[src/rtl/ram_access_ctrl_pkg.sv]
// Shared types and encodings for the RAM access sequencer.
package ram_access_ctrl_pkg;

    localparam int RAM_AW = 4;
    localparam int RAM_DW = 4;

    // ram_16x4_sync pin encodings
    localparam logic CS_ACTIVE = 1'b0;
    localparam logic CS_IDLE   = 1'b1;
    localparam logic RW_READ   = 1'b1;
    localparam logic RW_WRITE  = 1'b0;

    typedef enum logic [2:0] {
        ST_INIT,
        ST_IDLE,
        ST_WR,
        ST_RD,
        ST_CAP,
        ST_RESP
    } state_e;

endpackage

[src/rtl/ram_access_ctrl_if.sv]
// Request/response handshake bundle between the core and the RAM sequencer.
interface ram_access_ctrl_if #(
    parameter int AW = 4,
    parameter int DW = 4
);
    logic          req_valid;
    logic          req_ready;
    logic          req_we;
    logic [AW-1:0] req_addr;
    logic [DW-1:0] req_wdata;
    logic          rsp_valid;
    logic          rsp_ready;
    logic [DW-1:0] rsp_rdata;

    // Core side: issues requests, consumes responses.
    modport master (
        output req_valid, req_we, req_addr, req_wdata, rsp_ready,
        input  req_ready, rsp_valid, rsp_rdata
    );

    // Controller side.
    modport slave (
        input  req_valid, req_we, req_addr, req_wdata, rsp_ready,
        output req_ready, rsp_valid, rsp_rdata
    );
endinterface

[src/rtl/ram_access_ctrl.sv]
// Sequencer in front of ram_16x4_sync: clears the RAM after reset, then turns
// single read/write requests into one-cycle chip-select accesses.
//
// state | meaning
// INIT  | clear sweep, one address per cycle, csn low
// IDLE  | req_ready high, waiting for a request
// WR    | write access on the RAM pins (csn low, rwn low)
// RD    | read access on the RAM pins (csn low, rwn high)
// CAP   | RAM dataout valid, captured into rsp_rdata at the end of the cycle
// RESP  | rsp_valid high until the consumer takes it
//
// All RAM pin values are loaded on the edge that enters a state, so the pins
// show the access during the cycle the FSM spends in WR/RD.
module ram_access_ctrl
    import ram_access_ctrl_pkg::*;
#(
    parameter int            AW         = RAM_AW,
    parameter int            DW         = RAM_DW,
    parameter bit            INIT_EN    = 1'b1,
    parameter logic [DW-1:0] INIT_VALUE = '0
) (
    input  logic                clk,
    input  logic                reset,
    ram_access_ctrl_if.slave    bus,
    output logic                init_busy_o,
    output logic [AW-1:0]       ram_addr_o,
    output logic [DW-1:0]       ram_datain_o,
    output logic                ram_csn_o,
    output logic                ram_rwn_o,
    input  logic [DW-1:0]       ram_dataout_i
);

    localparam logic [AW-1:0] LAST_ADDR = '1;

    state_e        state_q;
    logic [AW-1:0] init_cnt_q;
    logic          init_busy_q;
    logic          req_ready_q;
    logic          rsp_valid_q;
    logic [DW-1:0] rsp_rdata_q;
    logic [AW-1:0] ram_addr_q;
    logic [DW-1:0] ram_datain_q;
    logic          ram_csn_q;
    logic          ram_rwn_q;

    // FSM with registered outputs; ram_addr_q/ram_datain_q double as the
    // latched request so later req_* changes cannot disturb an access.
    always_ff @(posedge clk or posedge reset) begin
        if (reset) begin
            state_q      <= INIT_EN ? ST_INIT : ST_IDLE;
            init_cnt_q   <= '0;
            init_busy_q  <= INIT_EN;
            req_ready_q  <= 1'b0;
            rsp_valid_q  <= 1'b0;
            rsp_rdata_q  <= '0;
            ram_addr_q   <= '0;
            ram_datain_q <= '0;
            ram_csn_q    <= CS_IDLE;
            ram_rwn_q    <= RW_READ;
        end else begin
            case (state_q)
                ST_INIT: begin
                    ram_csn_q    <= CS_ACTIVE;
                    ram_rwn_q    <= RW_WRITE;
                    ram_addr_q   <= init_cnt_q;
                    ram_datain_q <= INIT_VALUE;
                    init_cnt_q   <= init_cnt_q + AW'(1);
                    if (init_cnt_q == LAST_ADDR) begin
                        state_q     <= ST_IDLE;
                        init_busy_q <= 1'b0;
                    end
                end
                ST_IDLE: begin
                    ram_csn_q <= CS_IDLE;
                    ram_rwn_q <= RW_READ;
                    if (req_ready_q && bus.req_valid) begin
                        req_ready_q  <= 1'b0;
                        ram_addr_q   <= bus.req_addr;
                        ram_datain_q <= bus.req_wdata;
                        ram_csn_q    <= CS_ACTIVE;
                        ram_rwn_q    <= bus.req_we ? RW_WRITE : RW_READ;
                        state_q      <= bus.req_we ? ST_WR : ST_RD;
                    end else begin
                        // First IDLE cycle after INIT/reset raises ready.
                        req_ready_q <= 1'b1;
                    end
                end
                ST_WR: begin
                    ram_csn_q   <= CS_IDLE;
                    ram_rwn_q   <= RW_READ;
                    req_ready_q <= 1'b1;
                    state_q     <= ST_IDLE;
                end
                ST_RD: begin
                    ram_csn_q <= CS_IDLE;
                    ram_rwn_q <= RW_READ;
                    state_q   <= ST_CAP;
                end
                ST_CAP: begin
                    rsp_rdata_q <= ram_dataout_i;
                    rsp_valid_q <= 1'b1;
                    state_q     <= ST_RESP;
                end
                ST_RESP: begin
                    if (bus.rsp_ready) begin
                        rsp_valid_q <= 1'b0;
                        req_ready_q <= 1'b1;
                        state_q     <= ST_IDLE;
                    end
                end
                default: begin
                    ram_csn_q   <= CS_IDLE;
                    ram_rwn_q   <= RW_READ;
                    req_ready_q <= 1'b0;
                    rsp_valid_q <= 1'b0;
                    state_q     <= ST_IDLE;
                end
            endcase
        end
    end

    assign bus.req_ready = req_ready_q;
    assign bus.rsp_valid = rsp_valid_q;
    assign bus.rsp_rdata = rsp_rdata_q;
    assign init_busy_o   = init_busy_q;
    assign ram_addr_o    = ram_addr_q;
    assign ram_datain_o  = ram_datain_q;
    assign ram_csn_o     = ram_csn_q;
    assign ram_rwn_o     = ram_rwn_q;

endmodule

[src/flat_wrapper.sv]
// flat-port wrapper written by rule: the top's interface ports become plain ports
module ram_access_ctrl_flat import ram_access_ctrl_pkg::*;
#(
    parameter int            AW         = RAM_AW,
    parameter int            DW         = RAM_DW,
    parameter bit            INIT_EN    = 1'b1,
    parameter logic [DW-1:0] INIT_VALUE = '0
)
  (clk, reset, init_busy_o, ram_addr_o, ram_datain_o, ram_csn_o, ram_rwn_o, ram_dataout_i, bus_req_valid, bus_req_we, bus_req_addr, bus_req_wdata, bus_rsp_ready, bus_req_ready, bus_rsp_valid, bus_rsp_rdata);
  ram_access_ctrl_if #(.AW(AW), .DW(DW)) bus_i ();
  input  logic clk;
  input  logic reset;
  output logic init_busy_o;
  output logic [AW-1:0] ram_addr_o;
  output logic [DW-1:0] ram_datain_o;
  output logic ram_csn_o;
  output logic ram_rwn_o;
  input  logic [DW-1:0] ram_dataout_i;
  input wire logic [$bits(bus_i.req_valid)-1:0] bus_req_valid;
  input wire logic [$bits(bus_i.req_we)-1:0] bus_req_we;
  input wire logic [$bits(bus_i.req_addr)-1:0] bus_req_addr;
  input wire logic [$bits(bus_i.req_wdata)-1:0] bus_req_wdata;
  input wire logic [$bits(bus_i.rsp_ready)-1:0] bus_rsp_ready;
  output wire logic [$bits(bus_i.req_ready)-1:0] bus_req_ready;
  output wire logic [$bits(bus_i.rsp_valid)-1:0] bus_rsp_valid;
  output wire logic [$bits(bus_i.rsp_rdata)-1:0] bus_rsp_rdata;
  assign bus_i.req_valid = bus_req_valid;
  assign bus_i.req_we = bus_req_we;
  assign bus_i.req_addr = bus_req_addr;
  assign bus_i.req_wdata = bus_req_wdata;
  assign bus_i.rsp_ready = bus_rsp_ready;
  assign bus_req_ready = bus_i.req_ready;
  assign bus_rsp_valid = bus_i.rsp_valid;
  assign bus_rsp_rdata = bus_i.rsp_rdata;
  ram_access_ctrl #(.AW(AW), .DW(DW), .INIT_EN(INIT_EN), .INIT_VALUE(INIT_VALUE)) u_core (.clk(clk), .reset(reset), .bus(bus_i), .init_busy_o(init_busy_o), .ram_addr_o(ram_addr_o), .ram_datain_o(ram_datain_o), .ram_csn_o(ram_csn_o), .ram_rwn_o(ram_rwn_o), .ram_dataout_i(ram_dataout_i));
endmodule
[config.mk]
export PLATFORM = sky130hd
export DESIGN_NAME = ram_access_ctrl_flat
export DESIGN_NICKNAME = d
export VERILOG_FILES = /design/src/rtl/ram_access_ctrl_pkg.sv /design/src/rtl/ram_access_ctrl_if.sv /design/src/rtl/ram_access_ctrl.sv /design/src/flat_wrapper.sv
export SDC_FILE = /design/constraint.sdc
export NUM_CORES = 1
export LEC_CHECK = 0
export BUFFER_PORTS_ARGS = -buffer_cell sky130_fd_sc_hd__buf_2
export CORE_ASPECT_RATIO = 2
export CORE_MARGIN = 4
export CORE_UTILIZATION = 35
export CTS_CLUSTER_DIAMETER = 30
export DETAILED_ROUTE_END_ITERATION = 10
export PLACE_DENSITY = 0.59
export SYNTH_ARGS = -nofsm -noshare
export SYNTH_HDL_FRONTEND = slang
export SYNTH_SLANG_ARGS = --single-unit
[constraint.sdc]
create_clock -name clk -period 3.7 [get_ports clk]
set_input_delay 0 -clock clk [delete_from_list [all_inputs] [get_ports clk]]
set_output_delay 0 -clock clk [all_outputs]
set_load 0.02 [all_outputs]
Yosys cells after proc, flatten, opt, wreduce, memory -nomap -nowiden
Cells that the tools add are included.
{"block": "word_totals", "out_inout_bits": 17, "in_bits": 17, "regBits": 24, "elab_cells": 51}
{"block": "op_classes", "bitwise": 2, "n_eq_ne": 9, "n_addsub": 1, "n_mux": 18, "reduce_logical": 11}
{"operator": "$pmux 4 s2", "n": 2}
{"operator": "$pmux 3 s5", "n": 1}
{"operator": "$mux 3", "n": 3}
{"operator": "$pmux 1 s3", "n": 3}
{"operator": "$mux 4", "n": 2}
{"operator": "$reduce_and 2->1", "n": 4}
{"operator": "$eq 3x2->1 const B", "n": 2}
{"operator": "$eq 3x3->1 const B", "n": 2}
{"operator": "$mux 1", "n": 6}
{"operator": "$add 4x1->4 const B", "n": 1}
{"operator": "$eq 4x4->1 const B", "n": 1}
{"operator": "$ne 2x1->1 const B", "n": 2}
{"operator": "$pmux 1 s4", "n": 1}
{"operator": "$reduce_or 4->1", "n": 1}
{"operator": "$eq 3x1->1 const B", "n": 1}
{"operator": "$logic_not 3->1", "n": 1}
{"operator": "$reduce_and 3->1", "n": 1}
{"operator": "$reduce_or 3->1", "n": 1}
{"operator": "$ne 2x2->1 const B", "n": 1}
{"operator": "$not 1->1", "n": 2}
{"operator": "$reduce_bool 2->1", "n": 1}
{"operator": "$reduce_or 2->1", "n": 1}
{"operator": "$logic_and 1x1->1", "n": 1}

Longest topological paths before layout
{"block": "logic_depth", "word_depth": 4, "mapped_depth": 5, "mapped_depth_nobuf": 4}

Worst setup path after synthesis
No wires, ideal clock.
{"block": "synth_path", "path_type": "register to register", "startpoint": "reg u_core.state_q[1]", "endpoint": "reg u_core.rsp_rdata_q[0], in the netlist u_core.bus.rsp_rdata[0]", "path_buffers": 1, "arrival_ns": 1.098, "period_less_slack_ns": 1.226, "setup_ns": 0.128, "path_slack_ns": 2.474, "path_stages_with_launch": 5, "required_ns": 3.572, "path_cell_list": "dfrtp_1 > buf_6 > nor2_1 > and2_1 > mux2_1"}
{"block": "synth_between", "elab_chain_cells": 1}
{"element": "start, declared", "line_no": "ram_access_ctrl.sv:35", "text": "state_e state_q;"}
{"element": "start signal, assigned", "line_no": "ram_access_ctrl.sv:50", "text": "state_q <= INIT_EN ? ST_INIT : ST_IDLE;"}
{"element": "start signal, assigned", "line_no": "ram_access_ctrl.sv:82", "text": "state_q <= bus.req_we ? ST_WR : ST_RD;"}
{"element": "$eq 3x3->1", "line_no": "ram_access_ctrl.sv:61", "text": "case (state_q)"}
{"element": "end signal, assigned", "line_no": "ram_access_ctrl.sv:100", "text": "rsp_rdata_q <= ram_dataout_i;"}
{"element": "end, declared", "line_no": "ram_access_ctrl.sv:40", "text": "logic [DW-1:0] rsp_rdata_q;"}
No other way between the ends.
A chain may end at the register's enable or synchronous reset.

Worst setup path after layout
{"block": "layout_path", "startpoint": "reg u_core.state_q[2]", "endpoint": "reg u_core.ram_addr_q[1], in the netlist u_core.ram_addr_o[1]"}
{"block": "layout_between", "elab_chain_cells": 3, "word_cells_on_any_way": 6, "cone_classes": "eq/ne: 2; mux: 1; reduce/logical: 3"}
{"element": "$eq 3x1->1 or $logic_not 3->1 (tied branches)", "line_no": "ram_access_ctrl.sv:61"}
{"element": "$ne 2x1->1 (no line) or $reduce_bool 2->1 (tied branches)"}
{"element": "$reduce_and 2->1 (no line)"}
{"element": "end signal, assigned", "line_no": "ram_access_ctrl.sv:65", "text": "ram_addr_q <= init_cnt_q;"}
{"element": "end signal, assigned", "line_no": "ram_access_ctrl.sv:78", "text": "ram_addr_q <= bus.req_addr;"}
{"element": "end, declared", "line_no": "ram_access_ctrl.sv:41", "text": "logic [AW-1:0] ram_addr_q;"}
Several ways; a longest one is shown, not always the timed one.

==> flow_metrics.tcl <==
set metrics [dict create \
    area_growth_syn_to_layout_pct 24.54 \
    hp-class "primary input to flop" \
    drc_errors 0 \
    die_w_um 47.48 \
    maxSlewViolCount 0 \
    powerDensity_nw_per_um2 913.6 \
    final_cell_area_um2 1359 \
    placed_cells 158 \
    clkLatencyLatePin_ns 0.26 \
    routed_wl_um 2426 \
    die_height_um 86.96 \
    clock-sinks 24 \
    fin_nets 156 \
    cts_inserted_buffers 3 \
    cp.required_ns 3.83 \
    synth_cell_type_count 31 \
    hpwl_um 1919 \
    num_antenna_cells 0 \
    place_area_um2 1254 \
    track_usage_pct 12.36 \
    path_max_fanout 20 \
    syn_nets 119 \
    grt_pass1_wl_um 3829 \
    initialDrtViolationCount 14 \
    boundaryPins 34 \
    crit_type "flop to flop" \
    syn-cell-area_um2 1091 \
    cts.path.max_buffers 2 \
    multi_input_area_um2 435.4 \
    synth_warnings 0 \
    vias_per_cell 5.365 \
    peakVddDrop_v 0.0003146 \
    grt_remaining_overflow 0 \
    cts_tree "done" \
    fin_util_pct 45.63 \
    grt_max_degree 25 \
    dieArea_um2 4129 \
    regArea_um2 604.3 \
    gp_congestion 0.7746 \
    rows 28 \
    num_vias 896 \
    drv_cap 0 \
    htree_levels 1 \
    antenna_found_initial 0 \
    layout_min_cycle_time_ns 1.523 \
    synth.avg_cell_area_um2 10.80 \
    drtPass1Iterations 4 \
    avgRoutedWirePerCell_um 14.53 \
    fin_crit_sh_pct 41.16 \
    rsz0062_at_grt "false" \
    first_global_vias 889 \
    ant_nets 0 \
    outcome "completed" \
    ys_ff_latch 24 \
    setup_tns_ns 0 \
    synth_cells 101 \
    root_buffer "clkbuf_8" \
    fill_cells 290 \
    worst_slew_pin_slew_ns 0.8893 \
    start_util_pct 36.64 \
    core_um2 2978 \
    maxSlewHeadroom_pct 40.65 \
    finalSetupViolCount 0 \
    fmaxAchievable_mhz 656.7 \
    hold_violations 0 \
    finClkSkew_ns 0.003391 \
    buffer_ports.inserted 33 \
    clk_pin_slew_ns 0.08 \
    worst_ep_arrival_time_ns 1.65 \
    yosysSeqAreaShare_pct 55.39 \
    startpoint_type "flop" \
    p_leak_nw 0.6255 \
    worstSetupEndpointType "flop" \
    instances_no_fill 167 \
    drive_gt1_share_pct 30.66 \
]
power by group:
part	switching [W]	total (W)	internal (W)
clock	0.0000767	0.000171	0.0000947
combinational	0.000303	0.000531	0.000228
sequential	0.000146	0.000539	0.000393
worst max-delay path: stages (launching register included):
cell and delay (ns):
dfrtp_1 0.57, or3_1 0.57, o22ai_1 0.19, a21oi_1 0.06
Yosys cell counts, drive strengths merged:
cell type / instances / area [um2]
a21o: 1 / 7.510
a21oi: 7 / 35.03
a22oi: 4 / 30.03
a2bb2oi: 1 / 8.760
and2: 2 / 12.51
and3: 1 / 6.260
and4bb: 1 / 12.51
buf: 4 / 32.53
clkbuf: 2 / 7.510
dfrtp: 21 / 525.5
dfstp: 3 / 78.83
ha: 1 / 12.51
inv: 3 / 11.26
mux2: 4 / 45.04
nand2: 8 / 30.03
nand3: 1 / 5.000
nand4: 1 / 6.260
nand4bb: 1 / 11.26
nor2: 4 / 15.01
nor2b: 1 / 6.260
nor3: 1 / 10.01
o21a: 1 / 7.510
o21ai: 12 / 60.05
o22ai: 9 / 56.30
o311a: 1 / 10.01
o31ai: 2 / 15.01
or3: 1 / 6.260
xnor2: 3 / 26.28
registers in the layout (all words and copies together) (netlist names):
| name | count |
|---|---|
| u_core.bus.req_ready | 1 |
| u_core.bus.rsp_rdata | 4 |
| u_core.bus.rsp_valid | 1 |
| u_core.init_busy_o | 1 |
| u_core.init_cnt_q | 4 |
| u_core.ram_addr_o | 4 |
| u_core.ram_csn_o | 1 |
| u_core.ram_datain_o | 4 |
| u_core.ram_rwn_o | 1 |
| u_core.state_q | 3 |
cell type report:
| type | count | share of cell area, % |
|---|---|---|
| Clock buffer | 4 | 4.052 |
| Inverter | 3 | 0.8287 |
| Multi-Input combinational cell | 68 | 32.04 |
| Sequential cell | 24 | 44.48 |
| Tap cell | 30 | 2.762 |
| Timing Repair Buffer | 38 | 15.84 |
layout by cell type (no fill, tap or decap), types with 4 or more instances in the layout:
cell	count
nor2_1	4
buf_2	33
dfrtp_1	21
a21oi_1	7
nand2_1	8
clkbuf_8	4
o21ai_0	5
o22ai_1	9
a22oi_1	4
o21ai_1	7
mux2_1	4
dlygate4sd3_1	5
cell families (layout without fill, tap and decap cells):
kind of cell             after synthesis  after routing  synth area share (%)
AO/OA/AOI/OAI                         38             38                 21.10
flip-flops                            24             24                 55.39
AND/OR/NAND/NOR                       22             22                 11.12
buffers and inverters                  9             45                 4.702
multiplexers                           4              4                 4.128
XOR/XNOR                               3              3                 2.409
adder cells (fa/ha/maj)                1              1                 1.147
per-layer routing:
metal	wire, um	GRT usage (%)	vias to the layer above
met5	0	0	-
met4	23	3.778	0
met3	109	2.070	2
met2	1378	22.98	17
met1	914	12.99	437
li1	-	-	440
timing repair:
item,in CTS,in global routing
endpoints found under the hold margin,25,0
hold buffers,5,0
gates resized for setup,0,0
setup buffers,0,0
per-stage QoR:
stage / setup slack [ns] / hold slack (ns) / power (W)
after floorplan: 2.475 / 0.01240 / 0.0009323
after global placement: 2.235 / 0.2152 / 0.001067
after detailed placement: 2.191 / 0.2260 / 0.001084
after CTS: 2.175 / 0.02283 / 0.001259
after global routing: 2.081 / 0.03209 / 0.001341
final: 2.177 / 0.02082 / 0.001241
worst paths after layout:
| check | from | end | slack (ns) | depth (start not counted) |
|---|---|---|---|---|
| max in group asynchronous | reset | u_core.ram_datain_o[3] | 2.69 | 3 |
| worst min register to register | u_core.init_busy_o | u_core.init_busy_o | 0.46 | 1 |
| worst min-delay path | bus_req_wdata[2] | u_core.ram_datain_o[2] | 0.02 | 3 |
| worst max-delay path | u_core.state_q[2] | u_core.ram_addr_o[1] | 2.18 | 3 |
| min in group asynchronous | reset | u_core.ram_datain_o[1] | 0.46 | 3 |
| worst max register to register | u_core.state_q[2] | u_core.ram_addr_o[1] | 2.18 | 3 |
(Power assumes the default switching activity.)
